[src/rtl/ie_pkg.sv]
// Shared instruction-word layout for the encoder and the decode stage.
package ie_pkg;

  localparam int OPCODE_W   = 4;
  localparam int PARAM_W    = 6;
  localparam int INSTR_W    = 16;
  localparam int MAX_OPCODE = 12;

  localparam int OPCODE_MSB = 15;
  localparam int OPCODE_LSB = 12;
  localparam int P1_MSB     = 11;
  localparam int P1_LSB     = 6;
  localparam int P2_MSB     = 5;
  localparam int P2_LSB     = 0;

  function automatic logic [INSTR_W-1:0] ie_pack(
    input logic [OPCODE_W-1:0] opcode,
    input logic [PARAM_W-1:0]  p1,
    input logic [PARAM_W-1:0]  p2
  );
    logic [INSTR_W-1:0] word;
    word = '0;
    word[OPCODE_MSB:OPCODE_LSB] = opcode;
    word[P1_MSB:P1_LSB]         = p1;
    word[P2_MSB:P2_LSB]         = p2;
    return word;
  endfunction

  function automatic logic ie_is_legal(
    input logic [OPCODE_W-1:0] opcode,
    input int unsigned         max_opcode
  );
    return 32'(opcode) <= max_opcode;
  endfunction

endpackage

[src/rtl/ie_fifo.sv]
// Synchronous FIFO buffering packed instruction words; head is read combinationally.
module ie_fifo
  import ie_pkg::*;
#(
  parameter int DEPTH   = 4,
  parameter int WIDTH   = INSTR_W,
  parameter int LEVEL_W = $clog2(DEPTH + 1)
) (
  input  logic               IE_clock,
  input  logic               IE_reset_n,
  input  logic               clear,
  input  logic               push,
  input  logic [WIDTH-1:0]   wr_data,
  input  logic               pop,
  output logic [WIDTH-1:0]   rd_data,
  output logic [LEVEL_W-1:0] level
);

  localparam int PTR_W = $clog2(DEPTH);

  logic [WIDTH-1:0] mem [DEPTH];
  logic [PTR_W-1:0] wr_ptr;
  logic [PTR_W-1:0] rd_ptr;

  logic do_push;
  logic do_pop;

  assign do_push = push && !clear && (level < LEVEL_W'(DEPTH));
  assign do_pop  = pop && !clear && (level != '0);

  // NOTE: storage is left unreset; rd_data is gated by level, so stale entries never leave the FIFO.
  always_ff @(posedge IE_clock) begin
    if (do_push) mem[wr_ptr] <= wr_data;
  end

  // NOTE: sequential state uses <= so every register samples pre-edge values, independent of statement order.
  always_ff @(posedge IE_clock or negedge IE_reset_n) begin
    if (!IE_reset_n) begin
      wr_ptr <= '0;
      rd_ptr <= '0;
      level  <= '0;
    end else if (clear) begin
      wr_ptr <= '0;
      rd_ptr <= '0;
      level  <= '0;
    end else begin
      if (do_push) wr_ptr <= wr_ptr + PTR_W'(1);
      if (do_pop)  rd_ptr <= rd_ptr + PTR_W'(1);
      case ({do_push, do_pop})
        2'b10:   level <= level + LEVEL_W'(1);
        2'b01:   level <= level - LEVEL_W'(1);
        default: level <= level;
      endcase
    end
  end

  assign rd_data = (level != '0) ? mem[rd_ptr] : '0;

endmodule

[src/rtl/instruction_encoder.sv]
// Validates and packs opcode/parameter fields, buffers them, and streams
// addressed instruction words to the instruction-memory writer.
module instruction_encoder
  import ie_pkg::*;
#(
  parameter int DEPTH      = 4,
  parameter int ADDR_W     = 8,
  parameter int MAX_OPCODE = ie_pkg::MAX_OPCODE,
  parameter int LEVEL_W    = $clog2(DEPTH + 1)
) (
  input  logic                IE_clock,
  input  logic                IE_reset_n,
  input  logic                flush,
  input  logic                in_valid,
  output logic                in_ready,
  input  logic [OPCODE_W-1:0] in_opcode,
  input  logic [PARAM_W-1:0]  in_param1,
  input  logic [PARAM_W-1:0]  in_param2,
  output logic                out_valid,
  input  logic                out_ready,
  output logic [INSTR_W-1:0]  out_instruction,
  output logic [ADDR_W-1:0]   out_addr,
  output logic [LEVEL_W-1:0]  level,
  output logic                err_illegal,
  output logic [7:0]          illegal_count
);

  logic accept;
  logic legal;
  logic push;
  logic pop;

  // No full-bypass: a pop in the same cycle does not open a slot for the source.
  assign in_ready  = !flush && (level < LEVEL_W'(DEPTH));
  assign accept    = in_valid && in_ready;
  assign legal     = ie_is_legal(in_opcode, MAX_OPCODE);
  assign push      = accept && legal;
  assign out_valid = (level != '0);
  assign pop       = out_valid && out_ready && !flush;

  ie_fifo #(
    .DEPTH   (DEPTH),
    .WIDTH   (INSTR_W),
    .LEVEL_W (LEVEL_W)
  ) u_fifo (
    .IE_clock   (IE_clock),
    .IE_reset_n (IE_reset_n),
    .clear      (flush),
    .push       (push),
    .wr_data    (ie_pack(in_opcode, in_param1, in_param2)),
    .pop        (pop),
    .rd_data    (out_instruction),
    .level      (level)
  );

  always_ff @(posedge IE_clock or negedge IE_reset_n) begin
    if (!IE_reset_n) begin
      out_addr <= '0;
    end else if (flush) begin
      out_addr <= '0;
    end else if (pop) begin
      out_addr <= out_addr + ADDR_W'(1);
    end
  end

  // The rejection counter survives flush; only reset clears it.
  always_ff @(posedge IE_clock or negedge IE_reset_n) begin
    if (!IE_reset_n) begin
      err_illegal   <= 1'b0;
      illegal_count <= 8'h00;
    end else begin
      err_illegal <= accept && !legal;
      if (accept && !legal && (illegal_count != 8'hFF))
        illegal_count <= illegal_count + 8'd1;
    end
  end

endmodule

[config.mk]
export PLATFORM = sky130hd
export DESIGN_NAME = instruction_encoder
export DESIGN_NICKNAME = d
export VERILOG_FILES = /design/src/rtl/ie_pkg.sv /design/src/rtl/ie_fifo.sv /design/src/rtl/instruction_encoder.sv
export SDC_FILE = /design/constraint.sdc
export NUM_CORES = 1
export LEC_CHECK = 0
export BUFFER_PORTS_ARGS = -buffer_cell sky130_fd_sc_hd__buf_2
export CORE_MARGIN = 2
export CORE_UTILIZATION = 50
export DETAILED_ROUTE_END_ITERATION = 8
export GPL_ROUTABILITY_DRIVEN = 0
export PLACE_DENSITY = 0.72
export SLEW_MARGIN = 20
export SYNTH_ARGS = -nofsm -noshare
export SYNTH_HDL_FRONTEND = slang
export SYNTH_SLANG_ARGS = --single-unit
[constraint.sdc]
create_clock -name IE_clock -period 6.3 [get_ports IE_clock]
set_clock_uncertainty 0.05 [all_clocks]
set_input_delay 0.315 -clock IE_clock [delete_from_list [all_inputs] [get_ports IE_clock]]
set_output_delay 0.315 -clock IE_clock [all_outputs]
set_load 0.005 [all_outputs]
### Word level (Yosys, flattened, before mapping)

Memories as Yosys holds them, arrays and structs flattened.
Index checks and enable logic that the tools add are counted.

| storage, ports and cells | value |
|---|---|
| latch bits | 0 |
| memory bits (read-only) | 0 |
| logic and storage cells | 47 |
| memories | 1 |
| register bits after elaboration | 24 |
| memory bits (writable) | 64 |
| bits of input ports | 21 |

Memories:

| memory | words | width | rd ports | clocked after memory_dff | write ports | RTL line | source |
|---|---|---|---|---|---|---|---|
| u_fifo.mem | 4 | 16 | 1 | 0 | 1 | ie_fifo.sv:21 | `logic [WIDTH-1:0] mem [DEPTH];` |

| cells by class | value |
|---|---|
| $lt $le $gt $ge | 2 |
| shift-type cells | 0 |
| bitwise gates (word level) | 0 |
| multiplexer cells | 11 |
| $mul | 0 |
| divide/modulo/power cells | 0 |
| reduce and logical (&&, ||, !) cells | 18 |
| add/subtract/negate cells | 6 |
| eq/ne operators | 3 |

Operators with widths:

| kind | count |
|---|---|
| adder 8 x 1 -> 8 bit, second input constant | 2 |
| two-way mux 16 bit | 1 |
| two-way mux 8 bit | 2 |
| logical AND 1 bit | 11 |
| two-way mux 2 bit | 4 |
| inequality test 8 bit, second input constant | 1 |
| one-hot mux 3 bit (2 select lines) | 1 |
| nonzero test 2 bit | 3 |
| nonzero test 3 bit | 2 |
| adder 2 x 1 -> 2 bit, second input constant | 2 |
| less-or-equal comparator 4 bit, second input constant | 1 |
| adder 3 x 1 -> 3 bit, second input constant | 1 |
| less-than comparator 3 bit, second input constant | 1 |
| two-way mux 3 bit | 1 |
| subtractor 3 x 1 -> 3 bit, second input constant | 1 |
| == test 2 x 1 -> 1 bit, second input constant | 1 |
| == test 2 bit, second input constant | 1 |
| logical NOT 1 bit | 2 |
| two-way mux 1 bit | 2 |

### Logic depth before layout (Yosys ltp)

Gate-level depths: netlist (run 1).

| logic depth | value |
|---|---|
| depth after elaboration | 9 |
| depth in mapped cells | 8 |
| depth with buffers taken out | 8 |

### Cells and area by module

From an unflattened synthesis (run 1), not the netlist that was laid out.

| second synthesis, totals | value |
|---|---|
| cell total of the unflattened synthesis | 226 |
| area, all modules | 3,754.9 µm² |

Modules (own cells, without submodules):

| module | cells an instance | times used | seq. area each (µm²) | area an instance (µm²) |
|---|---|---|---|---|
| ie_fifo | 149 | 1 | 2,097.0 | 2,905.3 |
| instruction_encoder | 77 | 1 | 425.4 | 849.6 |

### Least setup slack after synthesis (run 1)

OpenSTA, ideal clock, no wires.

| path | value |
|---|---|
| path kind | reg2reg |
| from | register u_fifo.level[2] |
| to | register u_fifo.level[2] |
| path buffers | 1 |
| stages on the path, launching flop included | 9 |
| data arrival time | 1,977 ps |
| data required time | 6,164 ps |
| path slack | 4,187 ps |
| path through | dfrtp_1 or3b_4 nor2b_4 buf_6 nor3_1 fa_1 a211oi_1 a211oi_1 nor3_1 |

| between the ends | value |
|---|---|
| word-level cells in the longest chain between the ends | 9 |

Ends and longest elaborated chain:

| item | RTL line | source |
|---|---|---|
| start, declared | ie_fifo.sv:16 | `output logic [LEVEL_W-1:0] level` |
| start signal, assigned | ie_fifo.sv:50 | `2'b10: level <= level + LEVEL_W'(1);` |
| start signal, assigned | ie_fifo.sv:51 | `2'b01: level <= level - LEVEL_W'(1);` |
| start signal, assigned | ie_fifo.sv:52 | `default: level <= level;` |
| less-than comparator 3 bit | ie_fifo.sv:28, instruction_encoder.sv:34 |  |
| logical AND 1 bit | instruction_encoder.sv:34 | `assign in_ready = !flush && (level < LEVEL_W'(DEPTH));` |
| logical AND 1 bit | instruction_encoder.sv:35 | `assign accept = in_valid && in_ready;` |
| logical AND 1 bit | instruction_encoder.sv:37 | `assign push = accept && legal;` |
| logical AND 1 bit (2 in a row) | ie_fifo.sv:28 | `assign do_push = push && !clear && (level < LEVEL_W'(DEPTH));` |
| == test 2 x 1 -> 1 bit / == test 2 bit (equally long branches) | ie_fifo.sv:49 | `case ({do_push, do_pop})` |
| one-hot mux 3 bit (2 select lines) | ie_fifo.sv:49 |  |
| two-way mux 3 bit | ie_fifo.sv:42 | `end else if (clear) begin` |

Several ways; a longest one is shown, not always the timed one.
A chain may end at the register's enable or synchronous reset.

### Final worst setup path (run 1)

Same ends and word-level chain as after synthesis.

==> results.cfg, run 1 <==
[outcome]
status = completed

[timing]
finalCritPeriodShare_pct = 40.6
slew_headroom_pct = 42.7
drv_slew = 0
tns_ns = 0
min_period_ns = 2.56
setup_viol = 0
hold_viol_final = 0
holdWs_ns = 0.118
max_freq_mhz = 390
rsz0062_at_grt = no
worstMarginPinSlew_ns = 0.859

[logic_synthesis]
syn-num-nets = 248
yosysWarnings = 0
synth_edf_count = 64
ys_types = 37
async_flop_share_pct = 27.3
synth-seq-cells = 88
syn_area_um2 = 3700
syn_inst = 220
syn_avg_cell_area_um2 = 16.8
synth_seq_area_share_pct = 68.1
ys.flop_type = edfxtp_1

[route]
vias_per_cell = 5.07
drt-pass1-iter-count = 4
detail-route-antenna-nets = 0
wl_met2_mm = 3.05
num_vias = 1952
drtIter0Drc = 111
met1_length_mm = 2.71
wl_met3_um = 280
wirelength_mm = 6.11
drc = 0
top_layer = met4
wl_per_cell_um = 15.9

[grt]
grt_first_pass_wirelength_mm = 9.99
gr-total-overflow = 0
antenna_found_initial = 0
grt_usage_pct = 16.0
grt_pass1_vias = 1964
grt_max_degree = 25

[clock_tree]
cts_buffer_depth = 2
clk_latency_ns = 0.35
htreeDepth = 3
cts_sinks = 88
cts_tree = done
clk_pin_slew_ns = 0.10
cts_root_buf = clkbuf_8
cts_made_buffers = 9
ctsResizeCount = 0

[critical_path]
start_kind = flip-flop
crit_family = simple AND/OR/NAND/NOR gates
path_cells = nor3_1 -> inv_1 -> nand2_1 -> nor3_1 -> fa_1 -> a211oi_1 -> a211oi_1 -> nor3_1
crit_path_end_kind = flip-flop
critPathMaxStageDelay_ns = 0.46
r2r_end = u_fifo.level[2]$_DFFE_PN0P_
worstSetupPathType = reg -> reg
worstPathRequired_ns = 6.52
critPathMaxFanout = 18
r2r_setup_slack_ns = 3.74
cpMostUsedCell = nor3_1
path_buf_inv = 1
r2r_start = u_fifo.level[2]$_DFFE_PN0P_
r2r_cells = 8
crit_slowest_cell = dfrtp_1
cp_data_arrival_time_ns = 2.78

[floorplan]
num_rows = 31
die_area_um2 = 8110
start_util_pct = 51.3
core_area_um2 = 7210
die_h_um = 90.1
io_pins = 59
dieWidth_um = 90.1

[cells_and_area]
synthToLayoutAreaGrowth_pct = 15.1
insertedDiodeCount = 0
drive_above_1_share_pct = 35.0
final_common_cell = edfxtp_1
layout.nets = 309
mostFrequentLayoutCells = edfxtp_1 (64), buf_2 (58), dfrtp_1 (23)

[hold_path]
hold_class = in -> reg
hold_depth = 1
hold_path_end = u_fifo.mem[0][8]$_DFFE_PP_
min-delay-start = in_param1[2]

[power_and_ir_drop]
p_per_area_nw_per_um2 = 355
p_leak_nw = 1.65
peakVddDrop_uv = 147

[placement]
port_buffers = 58
hpwl_mm = 3.93

[run]
maxCapViolCount = 0
[Yosys cell counts (2+ instances only)]
| cell type | instances | share of area [%] |
|---|---|---|
| a211oi_1 | 2 | 0.41 |
| and2_1 | 20 | 3.4 |
| and3_1 | 3 | 0.51 |
| buf_2 | 3 | 0.41 |
| clkbuf_1 | 3 | 0.30 |
| dfrtp_1 | 24 | 16 |
| edfxtp_1 | 64 | 52 |
| ha_1 | 6 | 2.0 |
| inv_1 | 3 | 0.30 |
| mux2_2 | 3 | 0.91 |
| mux2i_1 | 2 | 0.54 |
| mux4_2 | 16 | 9.7 |
| nand2_1 | 11 | 1.1 |
| nand2b_1 | 3 | 0.51 |
| nand3_1 | 3 | 0.41 |
| nand4_1 | 4 | 0.68 |
| nor2_1 | 14 | 1.4 |
| nor3_1 | 4 | 0.54 |
| xnor2_1 | 10 | 2.4 |
| xor2_1 | 5 | 1.2 |
[worst max-delay path by stage]
stage / startpoint / to / depth (start not counted)
after floorplan: u_fifo.level[2]$_DFFE_PN0P_ / u_fifo.level[2]$_DFFE_PN0P_ / 8
after global placement: u_fifo.level[2]$_DFFE_PN0P_ / u_fifo.level[2]$_DFFE_PN0P_ / 8
after detailed placement: u_fifo.level[2]$_DFFE_PN0P_ / u_fifo.level[2]$_DFFE_PN0P_ / 8
after CTS: u_fifo.rd_ptr[0]$_DFFE_PN0P_ / out_instruction[10] / 3
after global routing: u_fifo.level[2]$_DFFE_PN0P_ / u_fifo.level[2]$_DFFE_PN0P_ / 8
final: u_fifo.level[2]$_DFFE_PN0P_ / u_fifo.level[2]$_DFFE_PN0P_ / 8
[timing repair]
action                                 CTS  global route
endpoints found under the hold margin   24             0
hold buffers                             1             0
setup buffers                            0             0
[layout make-up]
class	instances	area (µm²)
sequential	88	2520
timing repair buffer	59	300
fill	572	2950
multi-input combinational	120	1120
inverter	3	11.3
tap	99	124
clock buffer	9	124
clock inverter	7	60.1
[worst register-to-register path, stage by stage (launching register included)]
cell      delay, ns
dfrtp_1        0.46
nor3_1         0.41
inv_1          0.36
nand2_1        0.23
nor3_1         0.08
fa_1           0.42
a211oi_1       0.24
a211oi_1       0.07
nor3_1         0.17
[layer usage]
layer  vias up  global-route usage (%)
met5         -                       0
met4         0                    6.79
met3         4                    3.69
met2        45                    25.5
met1       958                    21.4
li1        945                       -
[sequential cells by signal, summed over array words and instances, names as in the netlist]
signal,flops
illegal_count,8
err_illegal,1
u_fifo.rd_ptr,2
u_fifo.mem,64
u_fifo.wr_ptr,2
u_fifo.level,3
out_addr,8
[power by group]
part / switching [W] / internal (W) / total (W)
Sequential: 0.0000758 / 0.000667 / 0.000743
Combinational: 0.000183 / 0.000226 / 0.000408
Clock: 0.000211 / 0.000152 / 0.000363
Total: 0.000469 / 0.00104 / 0.00151
[per-stage QoR]
step                      cell area, µm²  std cells  setup slack [ns]  total power (W)  utilization [%]
after floorplan                     3700        220              4.19          0.00101                -
after global placement              4070        368              3.85          0.00116             56.4
after detailed placement            4070        368              3.75          0.00117             56.4
after CTS                           4260        385              3.51          0.00153             59.1
after global routing                4260        385              3.47          0.00160             59.1
final                               4260        385              3.74          0.00151             59.1
[logic make-up after synthesis]
group / Yosys count / share of synthesized area, %
AOI/OAI and AO/OA: 7 / 2.06
xor gates and xnor gates: 16 / 3.99
muxes: 22 / 11.6
buffers and inverters: 12 / 1.62
and+or+nand+nor: 68 / 10.0
adders and majority gates: 7 / 2.57
DFF: 88 / 68.1
Note: power is estimated with default switching activity, not from simulation.
==> inputs of run 2 (changes only) <==
--- a/config.mk
+++ b/config.mk
@@ -10,7 +10,7 @@
 export CORE_UTILIZATION = 50
 export DETAILED_ROUTE_END_ITERATION = 8
 export GPL_ROUTABILITY_DRIVEN = 0
-export PLACE_DENSITY = 0.72
+export PLACE_DENSITY = 0.75
 export SLEW_MARGIN = 20
 export SYNTH_ARGS = -nofsm -noshare
 export SYNTH_HDL_FRONTEND = slang
==> constraint.sdc (replaced) <==
create_clock -name IE_clock -period 2.3 [get_ports IE_clock]
set_clock_uncertainty 0.05 [all_clocks]
set_input_delay 0.115 -clock IE_clock [delete_from_list [all_inputs] [get_ports IE_clock]]
set_output_delay 0.115 -clock IE_clock [all_outputs]
set_load 0.005 [all_outputs]
==> results.cfg, run 2 (synthesis gave the netlist of run 1 again) <==
[critical_path]
cp_data_arrival_time_ns = 2.30
path_cells = or3b_4 -> nor2b_4 -> nor3_1 -> fa_1 -> a211oi_1 -> a211oi_1 -> nor3_1
critPathMaxFanout = 8
crit_path_end_kind = flip-flop
r2r_end = u_fifo.level[2]$_DFFE_PN0P_
r2r_cells = 7
crit_slowest_cell = dfrtp_2
r2r_start = u_fifo.level[2]$_DFFE_PN0P_
critPathMaxStageDelay_ns = 0.47
r2r_setup_slack_ns = 0.21
start_kind = flip-flop
crit_family = simple AND/OR/NAND/NOR gates
worstPathRequired_ns = 2.51
path_buf_inv = 0
worstSetupPathType = reg -> reg

[timing]
finalCritPeriodShare_pct = 90.8
slew_headroom_pct = 65.1
drv_slew = 0
min_period_ns = 2.09
hold_viol_final = 0
rsz0062_at_grt = no
tns_ns = 0
holdWs_ns = 0.0713
max_freq_mhz = 479
setup_viol = 0
worstMarginPinSlew_ns = 0.523

[placement]
hpwl_mm = 4.17
port_buffers = 58
placed_cells = 380

[route]
wl_per_cell_um = 15.6
vias_per_cell = 5.08
detail-route-antenna-nets = 0
num_vias = 2099
drtIter0Drc = 103
drt-pass1-iter-count = 4
drc = 0
wirelength_mm = 6.45

[cells_and_area]
insertedDiodeCount = 0
utilization_pct = 62.6
mostFrequentLayoutCells = edfxtp_1 (64), buf_2 (58), dfrtp_1 (23)
final_common_cell = edfxtp_1
largest_register_ffs = 64
drive_above_1_share_pct = 35.7
synthToLayoutAreaGrowth_pct = 21.9
layout.nets = 337
max_flop_register = u_fifo.mem
fin_cells = 413
reg_top3 = u_fifo.mem: 64 flops, illegal_count: 8 flops, out_addr: 8 flops

[clock_tree]
cts_root_buf = clkbuf_8
clk_pin_slew_ns = 0.08
cts_tree = done
cts_sinks = 88
post_cts_buffers = 0
cts_buffer_depth = 2
cts_made_buffers = 9
clk_latency_ns = 0.34
htreeDepth = 3

[power_and_ir_drop]
peakVddDrop_uv = 342
p_per_area_nw_per_um2 = 933
p_leak_nw = 1.78

[hold_path]
min-delay-start = in_valid
hold_depth = 3
hold_class = in -> reg
hold_path_end = u_fifo.level[2]$_DFFE_PN0P_

[grt]
gr-total-overflow = 0
grt_usage_pct = 17.5
antenna_found_initial = 0
grt_pass1_vias = 2127
grt_first_pass_wirelength_mm = 10.7
grt_max_degree = 25

[floorplan]
core_area_um2 = 7210
die_h_um = 90.1
start_util_pct = 51.3
io_pins = 59
dieWidth_um = 90.1
num_rows = 31
die_area_um2 = 8110

[outcome]
status = completed

[run]
maxCapViolCount = 0
run 2: worst register-to-register path, stage by stage, from the launching register on:
cell      delay (ns)
dfrtp_2         0.47
or3b_4          0.43
nor2b_4         0.13
nor3_1          0.07
fa_1            0.41
a211oi_1        0.23
a211oi_1        0.06
nor3_1          0.16
run 2: cell type report:
class / instances / area, µm²
Clock buffer: 10 / 128
Clock inverter: 6 / 45.0
Fill cell: 573 / 2700
Inverter: 3 / 11.3
Multi-Input combinational cell: 120 / 1130
Sequential cell: 88 / 2520
Tap cell: 99 / 124
Timing Repair Buffer: 87 / 551
run 2: worst max path at each step:
stage	startpoint	end	cells after the start
4_1_cts	u_fifo.level[2]$_DFFE_PN0P_	u_fifo.level[2]$_DFFE_PN0P_	8
6_report	u_fifo.level[2]$_DFFE_PN0P_	u_fifo.level[2]$_DFFE_PN0P_	7
2_1_floorplan	u_fifo.level[2]$_DFFE_PN0P_	u_fifo.level[2]$_DFFE_PN0P_	8
3_5_place_dp	u_fifo.level[2]$_DFFE_PN0P_	u_fifo.level[2]$_DFFE_PN0P_	8
3_3_place_gp	u_fifo.level[2]$_DFFE_PN0P_	u_fifo.level[2]$_DFFE_PN0P_	8
5_1_grt	u_fifo.level[2]$_DFFE_PN0P_	u_fifo.level[2]$_DFFE_PN0P_	7
run 2: report_power, final:
group / leakage [nW] / switching (W) / internal (W) / total [W]
clock: 0.0906 / 0.000529 / 0.000398 / 0.000927
sequential: 0.905 / 0.000108 / 0.00183 / 0.00194
combinational: 0.787 / 0.000639 / 0.000710 / 0.00135
total: 1.78 / 0.00128 / 0.00294 / 0.00421
run 2: layer usage:
metal / global-route usage, % / wire length [µm] / vias up
li1: - / - / 1004
met1: 21.9 / 2860 / 1052
met2: 28.5 / 3240 / 36
met3: 4.69 / 236 / 7
met4: 8.08 / 109 / 0
met5: 0 / 0 / -
run 2: what timing repair did:
action / CTS / global route
resized for setup: 0 / 3
endpoints found under the setup margin: 0 / 1
endpoints found under the hold margin: 88 / 0
hold buffers: 17 / 0
run 2: stage by stage:
step / setup WS (ns) / area, µm² / total power [W]
final: 0.211 / 4510 / 0.00421
after global routing: 0.0355 / 4510 / 0.00448
after CTS: 0.0982 / 4500 / 0.00423
after detailed placement: 0.123 / 4160 / 0.00329
after global placement: 0.234 / 4160 / 0.00326
after floorplan: 0.187 / 3700 / 0.00278
